[config.mk]
export PLATFORM = sky130hd
export DESIGN_NAME = fd_pipe_reg_x
export DESIGN_NICKNAME = d
export VERILOG_FILES = /design/src/rtl/fd_pipe_reg_x.sv
export SDC_FILE = /design/constraint.sdc
export NUM_CORES = 1
export LEC_CHECK = 0
export CAP_MARGIN = 20
export CORE_ASPECT_RATIO = 1.75
export CORE_MARGIN = 5
export CORE_UTILIZATION = 41
export DETAILED_ROUTE_END_ITERATION = 7
export GPL_TIMING_DRIVEN = 0
export PLACE_DENSITY = 0.8
export SYNTH_ARGS = -nofsm -noshare
export SYNTH_HDL_FRONTEND = slang
export SYNTH_SLANG_ARGS = --single-unit
export TNS_END_PERCENT = 1
[constraint.sdc]
create_clock -name clk -period 6.73 [get_ports clk]
set_clock_uncertainty 0.1 [all_clocks]
set_input_delay 1.6825 -clock clk [delete_from_list [all_inputs] [get_ports clk]]
set_output_delay 1.6825 -clock clk [all_outputs]
set_load 0.01 [all_outputs]
[src/rtl/fd_pipe_reg_x.sv]
// rtl/fd_pipe_reg_x.sv - fetch-to-decode pipeline register with stall, bubble, exception freeze and event counters
module fd_pipe_reg_x #(
    parameter int         WORD_W    = 64,
    parameter int         CNT_W     = 16,
    parameter logic [3:0] BUB_ICODE = 4'h1,
    parameter logic [3:0] RNONE     = 4'hF,
    parameter logic [1:0] STAT_AOK  = 2'd0,
    parameter int         HOLD_EXC  = 0
) (
    input  logic              clk,
    input  logic              rst_n,
    input  logic [1:0]        f_stat,
    input  logic [3:0]        f_icode,
    input  logic [3:0]        f_ifun,
    input  logic [3:0]        f_rA,
    input  logic [3:0]        f_rB,
    input  logic [WORD_W-1:0] f_valC,
    input  logic [WORD_W-1:0] f_valP,
    input  logic              D_stall,
    input  logic              D_bubble,
    output logic [1:0]        D_stat,
    output logic [3:0]        D_icode,
    output logic [3:0]        D_ifun,
    output logic [3:0]        D_rA,
    output logic [3:0]        D_rB,
    output logic [WORD_W-1:0] D_valC,
    output logic [WORD_W-1:0] D_valP,
    output logic              D_valid,
    output logic [CNT_W-1:0]  stall_cnt,
    output logic [CNT_W-1:0]  bubble_cnt,
    output logic              conflict,
    output logic              exc_hold
);

    localparam logic [CNT_W-1:0] CNT_MAX = {CNT_W{1'b1}};
    localparam logic [CNT_W-1:0] CNT_ONE = {{(CNT_W-1){1'b0}}, 1'b1};

    typedef enum logic [2:0] {
        ACT_RESET,
        ACT_BUBBLE,
        ACT_FREEZE,
        ACT_STALL,
        ACT_LOAD
    } act_e;

    logic [1:0]        r_stat;
    logic [3:0]        r_icode;
    logic [3:0]        r_ifun;
    logic [3:0]        r_rA;
    logic [3:0]        r_rB;
    logic [WORD_W-1:0] r_valC;
    logic [WORD_W-1:0] r_valP;
    logic              r_valid;
    logic [CNT_W-1:0]  r_stall_cnt;
    logic [CNT_W-1:0]  r_bubble_cnt;
    logic              r_conflict;

    logic              w_freeze;
    act_e              w_act;

    // A freeze is only meaningful for a word that really came from fetch.
    assign w_freeze = (HOLD_EXC != 0) && r_valid && (r_stat != STAT_AOK);

    always_comb begin
        w_act = ACT_LOAD;
        if (!rst_n) begin
            w_act = ACT_RESET;
        end else if (D_bubble) begin
            w_act = ACT_BUBBLE;
        end else if (w_freeze) begin
            w_act = ACT_FREEZE;
        end else if (D_stall) begin
            w_act = ACT_STALL;
        end
    end

    always_ff @(posedge clk) begin
        case (w_act)
            ACT_RESET, ACT_BUBBLE: begin
                r_stat  <= STAT_AOK;
                r_icode <= BUB_ICODE;
                r_ifun  <= 4'h0;
                r_rA    <= RNONE;
                r_rB    <= RNONE;
                r_valC  <= '0;
                r_valP  <= '0;
                r_valid <= 1'b0;
            end
            ACT_LOAD: begin
                r_stat  <= f_stat;
                r_icode <= f_icode;
                r_ifun  <= f_ifun;
                r_rA    <= f_rA;
                r_rB    <= f_rB;
                r_valC  <= f_valC;
                r_valP  <= f_valP;
                r_valid <= 1'b1;
            end
            default: begin
            end
        endcase
    end

    always_ff @(posedge clk) begin
        if (w_act == ACT_RESET) begin
            r_stall_cnt  <= '0;
            r_bubble_cnt <= '0;
            r_conflict   <= 1'b0;
        end else begin
            if (w_act == ACT_STALL && r_stall_cnt != CNT_MAX) begin
                r_stall_cnt <= r_stall_cnt + CNT_ONE;
            end
            if (w_act == ACT_BUBBLE && r_bubble_cnt != CNT_MAX) begin
                r_bubble_cnt <= r_bubble_cnt + CNT_ONE;
            end
            if (D_bubble && D_stall) begin
                r_conflict <= 1'b1;
            end
        end
    end

    assign D_stat     = r_stat;
    assign D_icode    = r_icode;
    assign D_ifun     = r_ifun;
    assign D_rA       = r_rA;
    assign D_rB       = r_rB;
    assign D_valC     = r_valC;
    assign D_valP     = r_valP;
    assign D_valid    = r_valid;
    assign stall_cnt  = r_stall_cnt;
    assign bubble_cnt = r_bubble_cnt;
    assign conflict   = r_conflict;
    assign exc_hold   = w_freeze;

endmodule

==> results of run 1 <==
flip-flops by register name, indices dropped and copies added (netlist names):
register / cells
D_valP: 64
conflict: 1
D_icode: 4
D_rB: 4
D_rA: 4
stall_cnt: 16
D_valC: 64
D_ifun: 4
D_valid: 1
D_stat: 2
bubble_cnt: 16
stage by stage:
step	hold WS (ns)	total power [mW]
5_1_grt	0.437	2.67
2_1_floorplan	0.396	1.38
3_5_place_dp	0.361	1.60
6_report	0.377	2.57
4_1_cts	0.382	2.60
3_3_place_gp	0.352	1.59
cell usage in the layout (no fill, tap or decap), drive strengths merged:
| cell | Yosys | final |
|---|---|---|
| edfxtp | 147 | 147 |
| nor3 | 4 | 4 |
| xor2 | 1 | 1 |
| and2 | 138 | 138 |
| diode | 0 | 1 |
| conb | 1 | 1 |
| o211ai | 3 | 3 |
| mux2i | 9 | 9 |
| o41ai | 2 | 2 |
| clkdlybuf4s50 | 0 | 328 |
| o311ai | 1 | 1 |
| nor2 | 6 | 6 |
| nor4 | 6 | 6 |
| a21oi | 17 | 17 |
| dfxtp | 33 | 33 |
| nor4b | 2 | 2 |
| clkinv | 1 | 1 |
| nand3 | 12 | 12 |
| buf | 6 | 7 |
| a21o | 1 | 1 |
| or4 | 11 | 11 |
| inv | 7 | 11 |
| and3 | 5 | 5 |
| ha | 2 | 2 |
| o21ai | 7 | 7 |
| and3b | 1 | 1 |
| nand4 | 10 | 10 |
| or3 | 6 | 6 |
| clkbuf | 20 | 48 |
| nand2b | 12 | 12 |
| o31ai | 13 | 13 |
| and4 | 2 | 2 |
| nand2 | 17 | 17 |
| or2 | 2 | 2 |
| a31oi | 1 | 1 |
where the power goes:
part | total, mW | switching, mW | internal [mW]
sequential | 1.28 | 0.0172 | 1.26
combinational | 0.291 | 0.107 | 0.184
clock | 1.01 | 0.410 | 0.595
total | 2.57 | 0.535 | 2.04
kinds of logic (layout without fill, tap and decap cells):
family / Yosys count / after routing / synth area share (%)
compound gates: 45 / 45 / 4.23
xor+xnor: 1 / 1 / 0.124
fa+ha+maj: 2 / 2 / 0.354
buf+inv: 34 / 395 / 2.02
flops: 180 / 180 / 71.8
mux: 9 / 9 / 1.28
other cells: 1 / 2 / 0.0531
simple gates: 234 / 234 / 20.1
layout make-up:
class	count	share of cell area [%]
buffer	26	0.999
tap	227	2.52
antenna	1	0.0222
clock inverter	4	0.222
timing repair buffer	329	29.4
multi-input combinational	292	16.4
clock buffer	28	5.17
inverter	8	0.311
sequential	180	45.0
routing by layer:
metal	track usage (%)	part of all wire, %	vias up
met4	8.44	2.6	0
li1	-	-	2520
met5	0	0	-
met3	8.37	11	27
met1	21.3	34	2418
met2	36.1	52	295
tightest hold or removal path: stages (launching register included):
cell and delay (ns):
dfxtp_1 0.33, a21oi_1 0.04, nor2_1 0.07
worst min path at each step:
| stage | to | slack, ns | cells past startpoint |
|---|---|---|---|
| 3_5_place_dp | conflict$_SDFFE_PN0P_ | 0.36 | 2 |
| 6_report | conflict$_SDFFE_PN0P_ | 0.38 | 2 |
| 5_1_grt | stall_cnt[14]$_SDFFE_PN0P_ | 0.44 | 2 |
| 2_1_floorplan | stall_cnt[15]$_SDFFE_PN0P_ | 0.40 | 1 |
| 4_1_cts | conflict$_SDFFE_PN0P_ | 0.38 | 2 |
| 3_3_place_gp | conflict$_SDFFE_PN0P_ | 0.35 | 2 |
==> flow_metrics.env, run 1 <==
export IMPL_worst_setup_path_endpoint="D_valC[61]$_SDFFCE_PN0P_"
export IMPL_grt_pass1_wl_mm=30.5
export IMPL_ir_worst_vdd_v=0.000151
export IMPL_rsz_0062_raised_after_global_routing="false"
export IMPL_area_sequential_um2=5070
export IMPL_core_rowCount=63
export IMPL_cell_with_the_most_instances_after_synthesis="edfxtp_1"
export IMPL_hold_class="flop to flop"
export IMPL_library_cell_occupying_the_most_area_in_the_post_synthesis_netlist="edfxtp_1"
export IMPL_mappedNetlistArea_um2=7060
export IMPL_post_route_cells_drive_above_1_share_pct=4.84
export IMPL_pin_count=331
export IMPL_crit_start="rst_n"
export IMPL_result_of_the_run="completed"
export IMPL_critical_path_n_buffers_inverters=4
export IMPL_route_antenna_remaining_nets=0
export IMPL_final_design_utilization_pct=66.5
export IMPL_cts_hold_fix_bufs=0
export IMPL_placed_cells_incl_taps=1062
export IMPL_final_area_um2=11300
export IMPL_post_cts_buffers=0
export IMPL_synth_cell_types=37
export IMPL_fill_cells=1268
export IMPL_vias=5260
export IMPL_postSynthCellCount=506
export IMPL_final_min_period_over_clock_period_pct=57.0
export IMPL_setup_viol=0
export IMPL_final_max_slew_viol_count=0
export IMPL_critPathCaptureType="flop"
export IMPL_post_detail_place_hpwl_mm=16.0
export IMPL_design_final_nets=1006
export IMPL_grt_ovfl_total=0
export IMPL_grt_start_max_net_pins=90
export IMPL_p_per_area_nw_per_um2=228
export IMPL_ff2ff_path_depth=6
export IMPL_clock_latency_on_the_worst_skew_pair_ns=0.42
export IMPL_area_growth_synth_to_final_pct=59.6
export IMPL_cts_resized_gates=0
export IMPL_die_height_um=184
export IMPL_drv_cap=0
export IMPL_drt_iter0_markers=249
export IMPL_ctsLongestPathBuffers=2
export IMPL_crit_path_slowest_cell="clkbuf_1"
export IMPL_h_tree_depth=4
export IMPL_ff2ff_setup_slack_ns=4.59
export IMPL_post_synth_cell_area_avg_um2=14.0
export IMPL_crit_fanout=10
export IMPL_period_minus_slack_ns=3.84
export IMPL_cp_data_arrival_time_ns=3.99
export IMPL_worst_pin_slew_ns=0.604
export IMPL_worst_r2r_startpoint="bubble_cnt[9]$_SDFFE_PN0P_"
export IMPL_die_w_um=109
export IMPL_cts_sinks=180
export IMPL_placed_area_um2=10700
export IMPL_synth_enable_flop_cells=147
export IMPL_rr_endpoint="bubble_cnt[1]$_SDFFE_PN0P_"
export IMPL_timing_critical_path_max_delay_family="buffers and inverters"
export IMPL_multi_input_comb_area_um2=1850
export IMPL_ys_flop_type="edfxtp_1"
export IMPL_synthArstFlopShare_pct=0
export IMPL_yosys_warnings=0
export IMPL_cp_common_cell="clkbuf_1"
export IMPL_grt_antenna_before_repair=1
export IMPL_design_die_area_um2=20100
export IMPL_wl_mm=20.7
export IMPL_dp_slack_ns=2.32
export IMPL_final_hold_viol_count=0
export IMPL_detail_route_wl_per_cell_um=18.9
export IMPL_crit_path_cell_trace="clkdlybuf4s50_1 > inv_1 > nor3_1 > clkbuf_1 > clkbuf_1 > and2_1"
export IMPL_cts_root_buffer="clkbuf_16"
export IMPL_cp_start_kind="primary input"
export IMPL_hold_path_startpoint="conflict$_SDFFE_PN0P_"
export IMPL_io_buffer_count=328
export IMPL_power_static_leakage_nw=4.19
export IMPL_floorplan_initialDensity_pct=41.7
export IMPL_synthesis_nets=658
export IMPL_crit_path_setup_slack_layout_ns=2.89
export IMPL_tritoncts="done"
export IMPL_ys_top_cells_by_area="edfxtp_1 (62%), and2_1 (12%), dfxtp_1 (9.4%)"
export IMPL_register_bit_count_reported_by_yosys=180
export IMPL_netlist_area_leader_share_pct=62.5
export IMPL_path_depth=6
export IMPL_finish_cell_count_without_fillers=1095
export IMPL_worst_ep_required_time_ns=6.88
export IMPL_numCtsBuffers=17
export IMPL_timing_setup_critical_path_class="primary input to flop"
export IMPL_ys_top_cells_by_count="edfxtp_1 (147), and2_1 (138), dfxtp_1 (33)"
export IMPL_worst_slew_margin_rel_pct=59.7
export IMPL_critPathMaxStageDelay_ns=0.53
export IMPL_vias_in_the_first_global_route=5433
export IMPL_globalplace_congestion=0.891
export IMPL_fin_tns_setup_ns=0
export IMPL_floorplan_core_area_um2=16900
export IMPL_ys_seq_area_share_pct=71.8
export IMPL_grt_use_total_pct=20.5
export IMPL_detailedRoute_firstPassIterationCount=5
export IMPL_fmax_mhz=261
export IMPL_drcViolationCount=0
export IMPL_clock_pin_slew_worst_setup_and_hold_paths_ns=0.07
export IMPL_via_per_inst=4.80
Note: power is estimated with default switching activity, not from simulation.
==> run 2, diff against run 1 <==
clock period = 3.81 ns   (was 6.73 ns; I/O delays follow)
==> flow_metrics.env, run 2 (same netlist as run 1, synthesis figures left out) <==
export IMPL_result_of_the_run="completed"
export IMPL_critPathMaxStageDelay_ns=0.69
export IMPL_fmax_mhz=309
export IMPL_area_growth_synth_to_final_pct=59.3
export IMPL_vias=5313
export IMPL_floorplan_initialDensity_pct=41.7
export IMPL_worst_slew_margin_rel_pct=43.5
export IMPL_pin_count=331
export IMPL_route_antenna_remaining_nets=0
export IMPL_hold_worst_slack_ns=0.383
export IMPL_most_common_layout_cells="clkdlybuf4s50_1 (328), edfxtp_1 (147), and2_1 (138)"
export IMPL_power_share_clock_pct=37.0
export IMPL_clock_pin_slew_worst_setup_and_hold_paths_ns=0.07
export IMPL_placed_area_um2=10700
export IMPL_crit_start="rst_n"
export IMPL_crit_fanout=43
export IMPL_final_hold_viol_count=0
export IMPL_final_min_period_over_clock_period_pct=84.9
export IMPL_detailedRoute_firstPassIterationCount=5
export IMPL_globalplace_congestion=0.897
export IMPL_worst_ep_required_time_ns=3.87
export IMPL_core_rowCount=63
export IMPL_ctsLongestPathBuffers=2
export IMPL_drcViolationCount=0
export IMPL_h_tree_depth=4
export IMPL_internal_power_mw=3.41
export IMPL_placed_cells_incl_taps=1064
export IMPL_post_detail_place_hpwl_mm=17.0
export IMPL_cts_sinks=180
export IMPL_grt_ovfl_total=0
export IMPL_cp_start_kind="primary input"
export IMPL_worst_pin_slew_ns=0.845
export IMPL_detail_route_wl_per_cell_um=19.4
export IMPL_numCtsBuffers=17
export IMPL_finalPower_mw=4.41
export IMPL_vias_in_the_first_global_route=5341
export IMPL_design_final_nets=1008
export IMPL_wl_mm=21.3
export IMPL_period_minus_slack_ns=3.24
export IMPL_ff2ff_setup_slack_ns=1.71
export IMPL_power_static_leakage_nw=4.16
export IMPL_drv_cap=0
export IMPL_final_max_slew_viol_count=0
export IMPL_final_area_um2=11300
export IMPL_grt_start_max_net_pins=44
export IMPL_p_per_area_nw_per_um2=391
export IMPL_die_w_um=109
export IMPL_rsz_0062_raised_after_global_routing="false"
export IMPL_ir_worst_vdd_v=0.000274
export IMPL_critical_path_n_buffers_inverters=5
export IMPL_grt_pass1_wl_mm=30.8
export IMPL_critPathCaptureType="flop"
export IMPL_hold_class="flop to flop"
export IMPL_grt_antenna_before_repair=2
export IMPL_grt_use_total_pct=20.8
export IMPL_via_per_inst=4.84
export IMPL_setup_viol=0
export IMPL_hold_path_startpoint="conflict$_SDFFE_PN0P_"
export IMPL_cts_resized_gates=0
export IMPL_switching_share_pct=22.7
export IMPL_p_sw_mw=1.00
export IMPL_cp_common_cell="buf_12"
export IMPL_crit_path_slowest_cell="clkinvlp_4"
export IMPL_cts_root_buffer="clkbuf_16"
export IMPL_io_buffer_count=328
export IMPL_clock_latency_on_the_worst_skew_pair_ns=0.42
export IMPL_mostFrequentLayoutCell="clkdlybuf4s50_1"
export IMPL_tritoncts="done"
export IMPL_fin_tns_setup_ns=0
export IMPL_design_die_area_um2=20100
export IMPL_timing_critical_path_max_delay_family="buffers and inverters"
export IMPL_post_cts_buffers=0
export IMPL_floorplan_core_area_um2=16900
export IMPL_worst_r2r_startpoint="stall_cnt[8]$_SDFFE_PN0P_"
export IMPL_power_sequential_fraction_pct=51.2
export IMPL_combPwrFrac_pct=11.8
export IMPL_cp_data_arrival_time_ns=3.30
export IMPL_finish_cell_count_without_fillers=1097
export IMPL_cts_hold_fix_bufs=0
export IMPL_drt_iter0_markers=273
export IMPL_post_route_cells_drive_above_1_share_pct=5.41
export IMPL_crit_path_cell_trace="clkdlybuf4s50_1 > buf_4 > and3b_2 > clkinvlp_4 > buf_12 > buf_12"
export IMPL_die_height_um=184
export IMPL_timing_setup_critical_path_class="primary input to flop"
run 2: routing by layer:
layer	GRT usage, %	up-vias	part of all wire (%)
met3	6.68	41	8.5
met1	19.9	2511	32
li1	-	2529	-
met2	39.5	230	56
met5	0	-	0.033
met4	9.19	2	3.7
run 2: stage by stage:
stage | setup slack, ns | util (%)
2_1_floorplan | -0.485 | -
3_3_place_gp | -2.03 | 62.8
3_5_place_dp | 0.144 | 63.2
4_1_cts | 0.604 | 66.4
5_1_grt | 0.501 | 66.4
6_report | 0.574 | 66.4
run 2: final timing paths:
kind,end,depth (start not counted)
max,D_valP[36]$_SDFFCE_PN0P_,6
min,conflict$_SDFFE_PN0P_,2
max reg2reg,stall_cnt[1]$_SDFFE_PN0P_,5
min reg2reg,conflict$_SDFFE_PN0P_,2
run 2: area by class of cell:
cell class | count | area, um2
Fill cell | 1259 | 5690
Clock inverter | 15 | 124
Timing Repair Buffer | 331 | 3340
Tap cell | 227 | 284
Inverter | 8 | 33.8
Buffer | 26 | 119
Antenna cell | 1 | 2.50
Multi-Input combinational cell | 292 | 1850
Sequential cell | 180 | 5070
Clock buffer | 17 | 425
run 2: tightest hold or removal path: cells and delay by family, from the launching register on:
| family | cells | cell delay (ns) |
|---|---|---|
| flops | 1 | 0.34 |
| simple gates | 1 | 0.07 |
| compound gates | 1 | 0.04 |
run 2: power groups by stage:
stage          clock, mW  combinational, mW  sequential [mW]
2_1_floorplan          0             0.0748             2.36
3_3_place_gp           0              0.510             2.30
3_5_place_dp           0              0.525             2.30
4_1_cts             1.66              0.527             2.26
5_1_grt             1.76              0.549             2.26
6_report            1.63              0.520             2.25
==> run 3, diff against run 2 <==
CORE_UTILIZATION = 37   (was 41)
PLACE_DENSITY = 0.76   (was 0.8)
clock period = 2.76 ns   (was 3.81 ns; I/O delays follow)
==> flow_metrics.env, run 3 (same netlist as run 1, synthesis figures left out) <==
export IMPL_result_of_the_run="completed"
export IMPL_design_die_area_um2=22100
export IMPL_area_sequential_um2=5070
export IMPL_hold_class="flop to flop"
export IMPL_drv_cap=0
export IMPL_post_cts_buffers=0
export IMPL_clock_latency_on_the_worst_skew_pair_ns=0.43
export IMPL_worst_slew_margin_rel_pct=57.5
export IMPL_cp_start_kind="primary input"
export IMPL_fmax_mhz=378
export IMPL_via_per_inst=4.81
export IMPL_final_area_um2=11300
export IMPL_period_minus_slack_ns=2.65
export IMPL_fill_cells=1524
export IMPL_power_sequential_fraction_pct=51.2
export IMPL_cp_data_arrival_time_ns=2.70
export IMPL_met3_wirelength_mm=1.52
export IMPL_clock_pin_slew_worst_setup_and_hold_paths_ns=0.07
export IMPL_setup_viol=0
export IMPL_drcViolationCount=0
export IMPL_power_static_leakage_nw=4.16
export IMPL_numCtsBuffers=17
export IMPL_grt_ovfl_total=0
export IMPL_vias_in_the_first_global_route=5277
export IMPL_ir_worst_vdd_v=0.000325
export IMPL_placed_area_um2=10700
export IMPL_drt_iter0_markers=258
export IMPL_ctsLongestPathBuffers=2
export IMPL_fin_tns_setup_ns=0
export IMPL_final_hold_viol_count=0
export IMPL_top_layer="met4"
export IMPL_critPathCaptureType="flop"
export IMPL_detailedRoute_firstPassIterationCount=4
export IMPL_power_share_clock_pct=37.1
export IMPL_design_final_nets=1009
export IMPL_cts_root_buffer="clkbuf_16"
export IMPL_multi_input_comb_area_um2=1850
export IMPL_detailroute_wirelength_met2_mm=11.4
export IMPL_grt_antenna_before_repair=0
export IMPL_switching_share_pct=21.8
export IMPL_p_per_area_nw_per_um2=540
export IMPL_most_common_layout_cells="clkdlybuf4s50_1 (328), edfxtp_1 (147), and2_1 (138)"
export IMPL_combPwrFrac_pct=11.7
export IMPL_floorplan_core_area_um2=18900
export IMPL_critPathMaxStageDelay_ns=0.49
export IMPL_final_max_slew_viol_count=0
export IMPL_crit_fanout=43
export IMPL_internal_power_mw=4.76
export IMPL_io_buffer_count=328
export IMPL_area_growth_synth_to_final_pct=59.5
export IMPL_insertedDiodeCount=0
export IMPL_h_tree_depth=4
export IMPL_mostFrequentLayoutCell="clkdlybuf4s50_1"
export IMPL_cts_sinks=180
export IMPL_wl_mm=20.5
export IMPL_cts_hold_fix_bufs=0
export IMPL_final_min_period_over_clock_period_pct=95.9
export IMPL_core_rowCount=67
export IMPL_grt_use_total_pct=17.9
export IMPL_detail_route_wl_per_cell_um=18.5
export IMPL_globalplace_congestion=0.868
export IMPL_worst_pin_slew_ns=0.634
export IMPL_floorplan_initialDensity_pct=37.3
export IMPL_timing_setup_critical_path_class="primary input to flop"
export IMPL_route_antenna_remaining_nets=0
export IMPL_cp_common_cell="buf_12"
export IMPL_rsz_0062_raised_after_global_routing="false"
export IMPL_crit_path_slowest_cell="clkdlybuf4s50_1"
export IMPL_grt_start_max_net_pins=44
export IMPL_die_height_um=193
export IMPL_routedLengthMet1_mm=7.20
export IMPL_tritoncts="done"
export IMPL_post_detail_place_hpwl_mm=15.9
export IMPL_crit_path_cell_trace="clkdlybuf4s50_1 > buf_4 > and3b_2 > clkinvlp_4 > buf_12 > buf_12"
export IMPL_die_w_um=114
export IMPL_worst_ep_required_time_ns=2.81
export IMPL_p_sw_mw=1.33
export IMPL_post_route_cells_drive_above_1_share_pct=5.06
export IMPL_pin_count=331
export IMPL_grt_pass1_wl_mm=29.8
export IMPL_vias=5343
run 3: path summary, 6_finish.rpt:
kind / from / end / slack [ns] / cells past startpoint
min reg2reg: conflict$_SDFFE_PN0P_ / conflict$_SDFFE_PN0P_ / 0.39 / 2
max: rst_n / D_icode[1]$_SDFFCE_PN0P_ / 0.11 / 6
max reg2reg: stall_cnt[9]$_SDFFE_PN0P_ / stall_cnt[1]$_SDFFE_PN0P_ / 0.66 / 5
min: conflict$_SDFFE_PN0P_ / conflict$_SDFFE_PN0P_ / 0.39 / 2
run 3: layout make-up:
cell class / count / area share, %
timing repair inverter: 1 / 0.0444
tap: 241 / 2.68
timing repair buffer: 331 / 29.7
clock buffer: 17 / 3.78
clock inverter: 15 / 1.03
inverter: 8 / 0.300
multi-input combinational: 292 / 16.4
sequential: 180 / 45.0
buffer: 26 / 1.07
run 3: per-stage QoR:
step	cells	hold slack, ns	power [mW]	setup slack (ns)	utilization [%]
final	1111	0.391	6.08	0.113	59.5
after detailed placement	1078	0.372	3.89	-0.605	56.6
after CTS	1110	0.397	6.16	-0.108	59.5
after global placement	1075	0.355	3.88	-2.85	56.3
after global routing	1111	0.415	6.30	0.0108	59.5
after floorplan	506	0.396	3.36	-1.27	-
run 3: per-layer routing:
metal | vias to the layer above | GRT usage (%)
met5 | - | 0
met4 | 0 | 6.63
met3 | 30 | 4.58
met2 | 250 | 33.5
met1 | 2523 | 19.0
li1 | 2540 | -
run 3: critical path, delay by kind of cell:
| kind | cells | cell delay, ns |
|---|---|---|
| AND/OR/NAND/NOR | 1 | 0.32 |
| buffers and inverters | 5 | 1.63 |
run 3: power groups by stage:
stage               logic [mW]  registers, mW  clock network (mW)
global placement         0.701           3.18                   0
finish                   0.710           3.11                2.26
CTS                      0.720           3.12                2.32
detailed placement       0.717           3.18                   0
global route             0.751           3.13                2.42
floorplan                0.103           3.26                   0
run 3: timing repair:
action / 4_1_cts / 5_1_grt
gates cloned: 0 / 1
setup endpoints to repair: 103 / 44
resized for setup: 1 / 0
